### config.mk
export PLATFORM = sky130hd
export DESIGN_NAME = rmii_rx_capture
export DESIGN_NICKNAME = d
export VERILOG_FILES = /design/src/rtl/eth_pkg.sv /design/src/rtl/rmii_dibit_packer.sv /design/src/rtl/rmii_rx_capture.sv
export SDC_FILE = /design/constraint.sdc
export NUM_CORES = 1
export LEC_CHECK = 0
export ABC_AREA = 1
export CORE_ASPECT_RATIO = 1.75
export CORE_UTILIZATION = 50
export CTS_CLUSTER_DIAMETER = 120
export DETAILED_ROUTE_END_ITERATION = 16
export GPL_TIMING_DRIVEN = 0
export PLACE_DENSITY = 0.8
export SLEW_MARGIN = 20
export SYNTH_ARGS = -nofsm -noshare
export SYNTH_HDL_FRONTEND = slang
export SYNTH_HIERARCHICAL = 1
export SYNTH_SLANG_ARGS = --single-unit
### constraint.sdc
create_clock -name clk -period 3.4 [get_ports clk]
set_input_delay 0.51 -clock clk [delete_from_list [all_inputs] [get_ports clk]]
set_output_delay 0.51 -clock clk [all_outputs]
set_load 0.01 [all_outputs]
### src/rtl/eth_pkg.sv
// Shared Ethernet receive definitions: capture FSM states,
// packing geometry and preamble/SFD byte values.
package eth_pkg;

  typedef enum logic [2:0] {
    WAIT_IDLE,
    IDLE,
    CAPTURE,
    FLUSH,
    DONE,
    DROP
  } cap_state_e;

  localparam int DIBITS_PER_WORD = 16;
  localparam logic [7:0] ETH_PREAMBLE_BYTE = 8'h55;
  localparam logic [7:0] ETH_SFD_BYTE = 8'hD5;

  function automatic logic [15:0] sat_add(
    input logic [15:0] v,
    input logic [1:0]  n
  );
    logic [16:0] s;
    s = {1'b0, v} + {15'd0, n};
    return s[16] ? 16'hFFFF : s[15:0];
  endfunction

  function automatic logic is_preamble(input logic [7:0] b);
    return b == ETH_PREAMBLE_BYTE;
  endfunction

  function automatic logic is_sfd(input logic [7:0] b);
    return b == ETH_SFD_BYTE;
  endfunction

endpackage

### src/rtl/rmii_dibit_packer.sv
// Packs RMII dibits MSB-first into 32-bit words, dibit 0 in
// bits [31:30]; unfilled positions read back as zero.
module rmii_dibit_packer
  import eth_pkg::*;
(
  input  logic        clk,
  input  logic        rst_n,
  input  logic        start,
  input  logic        shift,
  input  logic [1:0]  dibit,
  output logic        word_valid,
  output logic [31:0] word_out,
  output logic        partial
);

  localparam logic [3:0] LAST = 4'(DIBITS_PER_WORD - 1);

  logic [3:0]  cnt;
  logic [31:0] sr;
  logic [3:0]  cur_cnt;
  logic [31:0] cur_sr;
  logic [31:0] ins;

  // Current word view, with the incoming dibit merged in
  always_comb begin
    cur_cnt    = start ? 4'd0 : cnt;
    cur_sr     = start ? 32'd0 : sr;
    ins        = {dibit, 30'd0} >> {cur_cnt, 1'b0};
    word_out   = shift ? (cur_sr | ins) : cur_sr;
    word_valid = shift && (cur_cnt == LAST);
  end

  assign partial = (cnt != 4'd0);

  // Shift register and dibit counter
  always_ff @(posedge clk or negedge rst_n) begin
    if (!rst_n) begin
      cnt <= 4'd0;
      sr  <= 32'd0;
    end else if (shift) begin
      if (word_valid) begin
        cnt <= 4'd0;
        sr  <= 32'd0;
      end else begin
        cnt <= cur_cnt + 4'd1;
        sr  <= word_out;
      end
    end else if (start) begin
      cnt <= 4'd0;
      sr  <= 32'd0;
    end
  end

endmodule

### src/rtl/rmii_rx_capture.sv
// RMII receive capture into frame RAM with runt/overflow filtering.
// Optional RMII_RX_SYNC_EN adds 2-flop input registers on crs_dv/rxd.
module rmii_rx_capture
  import eth_pkg::*;
#(
  parameter int ADDR_W    = 9,
  parameter int MIN_WORDS = 16
) (
  input  logic              clk,
  input  logic              rst_n,
  input  logic              crs_dv,
  input  logic [1:0]        rxd,
  input  logic              hold,
  output logic              wr_ena,
  output logic [ADDR_W-1:0] wr_addr,
  output logic [31:0]       wr_data,
  output logic              newpacket,
  output logic [ADDR_W-1:0] last_word,
  output logic              overflow,
  output logic [15:0]       frame_cnt,
  output logic [15:0]       drop_cnt
);

  localparam int DEPTH = 2 ** ADDR_W;
  localparam logic [ADDR_W:0] FULL_CNT = (ADDR_W + 1)'(DEPTH);
  localparam logic [ADDR_W:0] MIN_CNT = (ADDR_W + 1)'(MIN_WORDS);

  logic       crs;
  logic [1:0] dibit;

`ifdef RMII_RX_SYNC_EN
  logic [1:0] crs_q;
  logic [3:0] rxd_q;

  // Input synchronisers, unreset so a live frame stays visible
  always_ff @(posedge clk) begin
    crs_q <= {crs_q[0], crs_dv};
    rxd_q <= {rxd_q[1:0], rxd};
  end

  assign crs   = crs_q[1];
  assign dibit = rxd_q[3:2];
`else
  assign crs   = crs_dv;
  assign dibit = rxd;
`endif

  cap_state_e state, nxt;

  logic [ADDR_W:0] wcount;
  logic            full;
  logic            start;
  logic            shift;
  logic            word_valid;
  logic [31:0]     word_out;
  logic            partial;
  logic            do_write;
  logic            do_ovf;
  logic            do_np;
  logic            clr_count;
  logic            fc_inc;
  logic [1:0]      drop_n;

  assign full  = (wcount == FULL_CNT);
  assign start = (state == IDLE);
  assign shift = crs && (((state == IDLE) && !hold) ||
                         (state == CAPTURE));

  rmii_dibit_packer u_packer (
    .clk        (clk),
    .rst_n      (rst_n),
    .start      (start),
    .shift      (shift),
    .dibit      (dibit),
    .word_valid (word_valid),
    .word_out   (word_out),
    .partial    (partial)
  );

  // State register
  always_ff @(posedge clk or negedge rst_n) begin
    if (!rst_n) state <= WAIT_IDLE;
    else        state <= nxt;
  end

  // Next state and per-cycle actions
  always_comb begin
    nxt       = state;
    do_write  = 1'b0;
    do_ovf    = 1'b0;
    do_np     = 1'b0;
    clr_count = 1'b0;
    fc_inc    = 1'b0;
    drop_n    = 2'd0;
    unique case (state)
      WAIT_IDLE: begin
        if (!crs) nxt = IDLE;
      end
      IDLE: begin
        if (crs) begin
          if (hold) begin
            drop_n = 2'd1;
            nxt    = DROP;
          end else begin
            clr_count = 1'b1;
            nxt       = CAPTURE;
          end
        end
      end
      CAPTURE: begin
        if (crs) begin
          if (word_valid) begin
            if (full) begin
              do_ovf = 1'b1;
              drop_n = 2'd1;
              nxt    = DROP;
            end else begin
              do_write = 1'b1;
            end
          end
        end else begin
          nxt = partial ? FLUSH : DONE;
        end
      end
      FLUSH: begin
        if (full) begin
          do_ovf = 1'b1;
          drop_n = 2'd1;
          nxt    = DROP;
        end else begin
          do_write = 1'b1;
          nxt      = DONE;
        end
      end
      DONE: begin
        if (wcount >= MIN_CNT) begin
          do_np  = 1'b1;
          fc_inc = 1'b1;
        end else begin
          drop_n = 2'd1;
        end
        if (crs) begin
          drop_n = drop_n + 2'd1;
          nxt    = WAIT_IDLE;
        end else begin
          nxt = IDLE;
        end
      end
      DROP: begin
        if (!crs) nxt = IDLE;
      end
      default: nxt = WAIT_IDLE;
    endcase
  end

  // Write port, address counter, pulses and statistics
  always_ff @(posedge clk or negedge rst_n) begin
    if (!rst_n) begin
      wr_ena    <= 1'b0;
      wr_addr   <= '0;
      wr_data   <= 32'd0;
      newpacket <= 1'b0;
      last_word <= '0;
      overflow  <= 1'b0;
      frame_cnt <= 16'd0;
      drop_cnt  <= 16'd0;
      wcount    <= '0;
    end else begin
      wr_ena    <= do_write;
      overflow  <= do_ovf;
      newpacket <= do_np;
      if (clr_count) begin
        wcount <= '0;
      end else if (do_write) begin
        wr_addr <= wcount[ADDR_W-1:0];
        wr_data <= word_out;
        wcount  <= wcount + 1'b1;
      end
      if (do_np) begin
        last_word <= wcount[ADDR_W-1:0] - 1'b1;
      end
      if (fc_inc) begin
        frame_cnt <= sat_add(frame_cnt, 2'd1);
      end
      drop_cnt <= sat_add(drop_cnt, drop_n);
    end
  end

endmodule

Yosys cells after proc, flatten, opt, wreduce, memory -nomap -nowiden. Index checks and enable logic that the tools add are counted.

Shift-type cells: 1. Mux-type cells: 43. Reduce and logical (&&, ||, !) cells: 11. $lt $le $gt $ge: 1. Add/subtract/negate cells: 6. Bitwise logic cells: 2. Equality and inequality tests: 11.

Operators by type and width (number): $mux W32 (4); $mux W16 (2); $or A32 B32 Y32 (1); $shr A32 B5 Y32 (1); $mux W3 (7); $mux W10 (2); $mux W1 (19); $add A16 B1 Y17 const B (1); $add A16 B2 Y17 (1); $pmux W3 S5 (1); $mux W4 (3); $add A10 B1 Y10 const B (1); $eq A10 B10 Y1 const B (1); $ge A10 B5 Y1 const B (1); $sub A9 B1 Y9 const B (1); $pmux W2 S4 (1); $eq A3 B2 Y1 const B (2); $eq A3 B3 Y1 const B (2); $add A4 B1 Y4 const B (1); $eq A4 B4 Y1 const B (1); $mux W2 (2); $ne A2 B2 Y1 const B (2); $pmux W1 S2 (2); $reduce_and A4 Y1 (1); 13 further kinds (15).

Input port bits: 6. Logic and storage cells: 87. Register bits after elaboration: 134. Output and inout port bits: 85.

Depth between registers and ports, before layout.
Depth in word-level cells: 10. Gate-level depth with buffers: 25. Depth with buffers taken out: 23.

Modules after synthesis. The synthesis kept the hierarchy.

By module, submodules not included: rmii_rx_capture (instances 1, area an instance 5041.1 um^2, cells each 654); rmii_dibit_packer (instances 1, area an instance 1786.7 um^2, cells each 214).

Worst setup path before layout. OpenSTA, ideal clock, no wires.

Path type: input-to-reg. From: input crs_dv. To: register drop_cnt[13]. Path slack: -161 ps. Data arrival time: 3492 ps. Stages: 23. Cells stage by stage: clkbuf_1 nand2_1 buf_2 nand2_1 inv_1 nor2_4 nand2_2 nor2_8 buf_6 nand3_1 a21oi_1 or2_2 ha_1 inv_1 fa_1 inv_1 nand2_1 inv_1 nand2_1 nor3_4 nand3_2 buf_2 nand3_1.

Word-level cells in the longest chain between the ends: 7.

RTL lines: start: declaration (RTL line rmii_rx_capture.sv:11) `input logic crs_dv,`; $logic_and A1 B1 Y1 (RTL line rmii_rx_capture.sv:66) `assign shift = crs && (((state == IDLE) && !hold) ||`; via shift (RTL line rmii_rx_capture.sv:53) `logic shift;`; $logic_and A1 B1 Y1 (RTL line rmii_dibit_packer.sv:30) `word_valid = shift && (cur_cnt == LAST);`; via word_valid (RTL line rmii_rx_capture.sv:54) `logic word_valid;`; $mux W1 (RTL line rmii_rx_capture.sv:112) `if (word_valid) begin`; $mux W1 (RTL line rmii_rx_capture.sv:111) `if (crs) begin`; $pmux W2 S4 (RTL line rmii_rx_capture.sv:95) `unique case (state)`; $add A16 B2 Y17 (RTL line eth_pkg.sv:23) `s = {1'b0, v} + {15'd0, n};`; $mux W16 (RTL line eth_pkg.sv:24) `return s[16] ? 16'hFFFF : s[15:0];`; end signal: assignment (RTL line rmii_rx_capture.sv:185) `drop_cnt <= sat_add(drop_cnt, drop_n);`; end: declaration (RTL line rmii_rx_capture.sv:21) `output logic [15:0] drop_cnt`.

The timed path passes the listed nets, and every way through them passes these cells. A chain may end at the register's enable or synchronous reset.

Worst setup path after layout.
From: register state[1]. To: register drop_cnt[8].

Word-level cells in the longest chain between the ends: 10.

RTL lines: start: declaration (RTL line rmii_rx_capture.sv:48) `cap_state_e state, nxt;`; start signal: assignment (RTL line rmii_rx_capture.sv:83) `else state <= nxt;`; $eq A3 B1 Y1 (RTL line rmii_rx_capture.sv:66); $logic_and A1 B1 Y1 (RTL line rmii_rx_capture.sv:66); $logic_or A1 B1 Y1 (*) (RTL line rmii_rx_capture.sv:66); $logic_and A1 B1 Y1 (*) (RTL line rmii_rx_capture.sv:66); via shift (RTL line rmii_rx_capture.sv:53); $logic_and A1 B1 Y1 (*) (RTL line rmii_dibit_packer.sv:30); via word_valid (RTL line rmii_rx_capture.sv:54); $mux W1 (*) (RTL line rmii_rx_capture.sv:112); $mux W1 (*) (RTL line rmii_rx_capture.sv:111); $pmux W2 S4 (*) (RTL line rmii_rx_capture.sv:95); $add A16 B2 Y17 (*) (RTL line eth_pkg.sv:23); $mux W16 (*) (RTL line eth_pkg.sv:24).

Mark *: on every way through the listed nets, which the timed path passes. The rest lies on a longest branch.

==> results.toml <==
[power]
power_frac_clock = 0.324
leakage_uw = 0.004612
total_power_uw = 6026
p_int_uw = 3962
p_sw_uw = 2063
powerDensity_nw_per_um2 = 671.4
irDropWorstVdd_v = 0.0004504
netSwitchingFraction = 0.3424
pwr-share-comb = 0.332
p_seq_frac = 0.344

[drt]
wl_per_cell_um = 14.41
drt_wl_total_um = 17170
drt_first_pass_iters = 5
viasPerCell = 5.207
vias = 6202
drc = 0
antenna_left = 0
first_iter_violations = 448

[clock_tree]
cts_made_buffers = 17
cts_tree = "built"
cts_buffer_depth = 2
cts_sinks = 134
clkTransAtPathRegs_ps = 60
clk_latency_ps = 430
root_buffer = "clkbuf_16"
cts_max_level = 4

[floorplan]
die_h_um = 156.6
io_pins = 91
start_util = 0.5102
dieArea_um2 = 14150
coreArea_um2 = 13380
die_x_um = 90.34
rows = 56

[global_route]
grt_max_degree = 94
grt_pass1_wl_um = 28120
grt_use_total = 0.2536
gr-total-overflow = 0
grt_pass1_vias = 6008
antenna_found_initial = 0

[worst_hold_path]
hp-start = "wr_data[21]$_DFFE_PN0P_"
hp-class = "reg -> reg"

[finish]
area.growth.synth_to_final_pct = 31.45
final_core_util = 0.6706
drive_above_1_share = 0.1544
finalNetCount = 1018
final_area_um2 = 8975
n_antenna_cell = 0

[critical_path]
crit_path_max_fanout = 6
path_class = "reg -> reg"
critPathCaptureType = "register"
crit_arrival_ps = 3600
start_kind = "register"
reg2reg_from = "state[1]$_DFFE_PN0P_"
worstPathRequired_ps = 3720
startpoint = "state[1]$_DFFE_PN0P_"

[timing]
setup_violations = 0
drv_slew = 0
setup_ws_ps = 114.7
slew_headroom = 0.6531
fin_worst_skew_ps = 10.55
tightest_slew_ps = 516.4
max_freq_mhz = 304.4
rsz0062_at_grt = "true"
finalHoldViolCount = 0
period_share = 0.9663
period_minus_slack_ps = 3285

[placement]
gp_congestion = 0.8717
hpwl_um = 11970
post-place-ws_ps = -913.0
placed_cell_area_um2 = 8046
io_buffers = 90

[logic_synthesis]
synth_top_area_cell = "dfrtp_1"
synth_edf_count = 0
async_flop_share = 1.000
syn_inst = 868
avgSynthCellArea_um2 = 7.866
synth_area_um2 = 6828
ys_top_cells_by_area = "dfrtp_1 49%, nand2_1 18%, nand3_1 7.5%, inv_1 3.2%, nor2_1 2.8%"
ys_seq_area_frac = 0.4911
synth_nets = 882
synthDistinctLibCells = 34
synth_common_cells = "324 x nand2_1, 134 x dfrtp_1, 102 x nand3_1"
synth_most_common_cell = "nand2_1"
ys_ff_latch = 134
ys_warn_count = 6
synthFlopType = "dfrtp_1"
synth_top_area_frac = 0.4911

[job]
max_cap_viol_count = 0

[run_status]
run_status = "complete, no violations"
[area by class of cell]
cell class                 instances  area [um2]
clock buffer                      18       439.2
sequential                       134        3354
inverter                          71       274.0
clock inverter                    14       185.2
multi-input combinational        631        3103
tap                              174       217.7
buffer                            30       252.7
timing repair buffer             119        1149
fill                            1091        4408
[critical path: stages (launching register included)]
cell and delay, ps:
dfrtp_1 410, inv_2 120, nand3_4 80, nor2_4 190, nand2_8 70, nand2_4 80, inv_6 50, nor2_4 110
nand2_4 80, nor2_8 160, nand3_4 80, a21oi_2 160, or2_4 140, ha_4 120, inv_1 50, fa_2 390
inv_2 80, nand2_2 60, inv_2 80, nand2_4 50, nor3_4 270, buf_4 180, xnor2_2 100, nand2_1 60
[power by group through the flow]
stage / logic, uW / registers [uW] / clock network, uW
after floorplan: 944 / 2170 / 0
after global placement: 1750 / 2090 / 0
after detailed placement: 1780 / 2100 / 0
after CTS: 1840 / 2070 / 1970
after global routing: 2190 / 2110 / 2040
final: 2000 / 2070 / 1950
[what timing repair did]
item	CTS	global route
pin swaps	7	15
hold buffers	1	0
gates resized for setup	12	21
setup buffers	12	15
setup endpoints to repair	16	16
endpoints found under the hold margin	41	0
[routing by layer]
metal / global-route usage / up-vias / wire length (um)
met5: 0 / - / 0
li1: - / 3043 / -
met4: 0.1214 / 0 / 532
met2: 0.4864 / 177 / 9670
met1: 0.2598 / 2935 / 6348
met3: 0.05053 / 47 / 614
[path summary, 6_finish.rpt]
| kind | endpoint | slack, ps | depth (start not counted) |
|---|---|---|---|
| min reg2reg | wr_data[21]$_DFFE_PN0P_ | 470 | 2 |
| max reg2reg | drop_cnt[8]$_DFF_PN0_ | 110 | 23 |
| max in group asynchronous | u_packer/sr[23]$_DFF_PN0_ | 2090 | 3 |
| max | drop_cnt[8]$_DFF_PN0_ | 110 | 23 |
| min in group asynchronous | frame_cnt[11]$_DFFE_PN0P_ | 550 | 2 |
| min | wr_data[21]$_DFFE_PN0P_ | 470 | 2 |
[sequential cells by signal (all words and copies together), names as in the netlist, 3 cells and up]
register      flops
frame_cnt        16
wcount           10
wr_addr           9
u_packer/cnt      4
state             3
u_packer/sr      32
last_word         9
drop_cnt         16
wr_data          32
[cells in the final DEF, fill, tap and decap left out, drive strengths merged]
cell type,n
nand2,332
dfrtp,134
nand3,104
clkdlybuf4s50,88
inv,78
nor2,69
buf,59
o21ai,37
a21oi,35
clkbuf,18
xor2,9
nand4,8
nand3b,8
ha,7
nor3,6
or2,6
a31oi,4
bufinv,3
o21bai,2
clkinvlp,2
xnor2,2
clkinv,2
o21a,1
fa,1
dlygate4sd3,1
dlygate4sd2,1
[through the flow]
stage,std cells,setup TNS [ps],hold slack (ps)
finish,1191,0,469.8
global route,1191,-798.2,491.2
detailed placement,1133,-13450,414.7
CTS,1178,0,474.1
floorplan,868,0,214.4
global placement,1132,-492930,455.0
[cell families after synthesis]
group | after synthesis | synth area share
buffers and inverters | 103 | 0.07440
adder cells (fa/ha/maj) | 8 | 0.01576
AO/OA/AOI/OAI | 79 | 0.06029
XOR/XNOR | 11 | 0.01411
AND/OR/NAND/NOR | 533 | 0.3443
flip-flops | 134 | 0.4911
(Power assumes the default switching activity.)
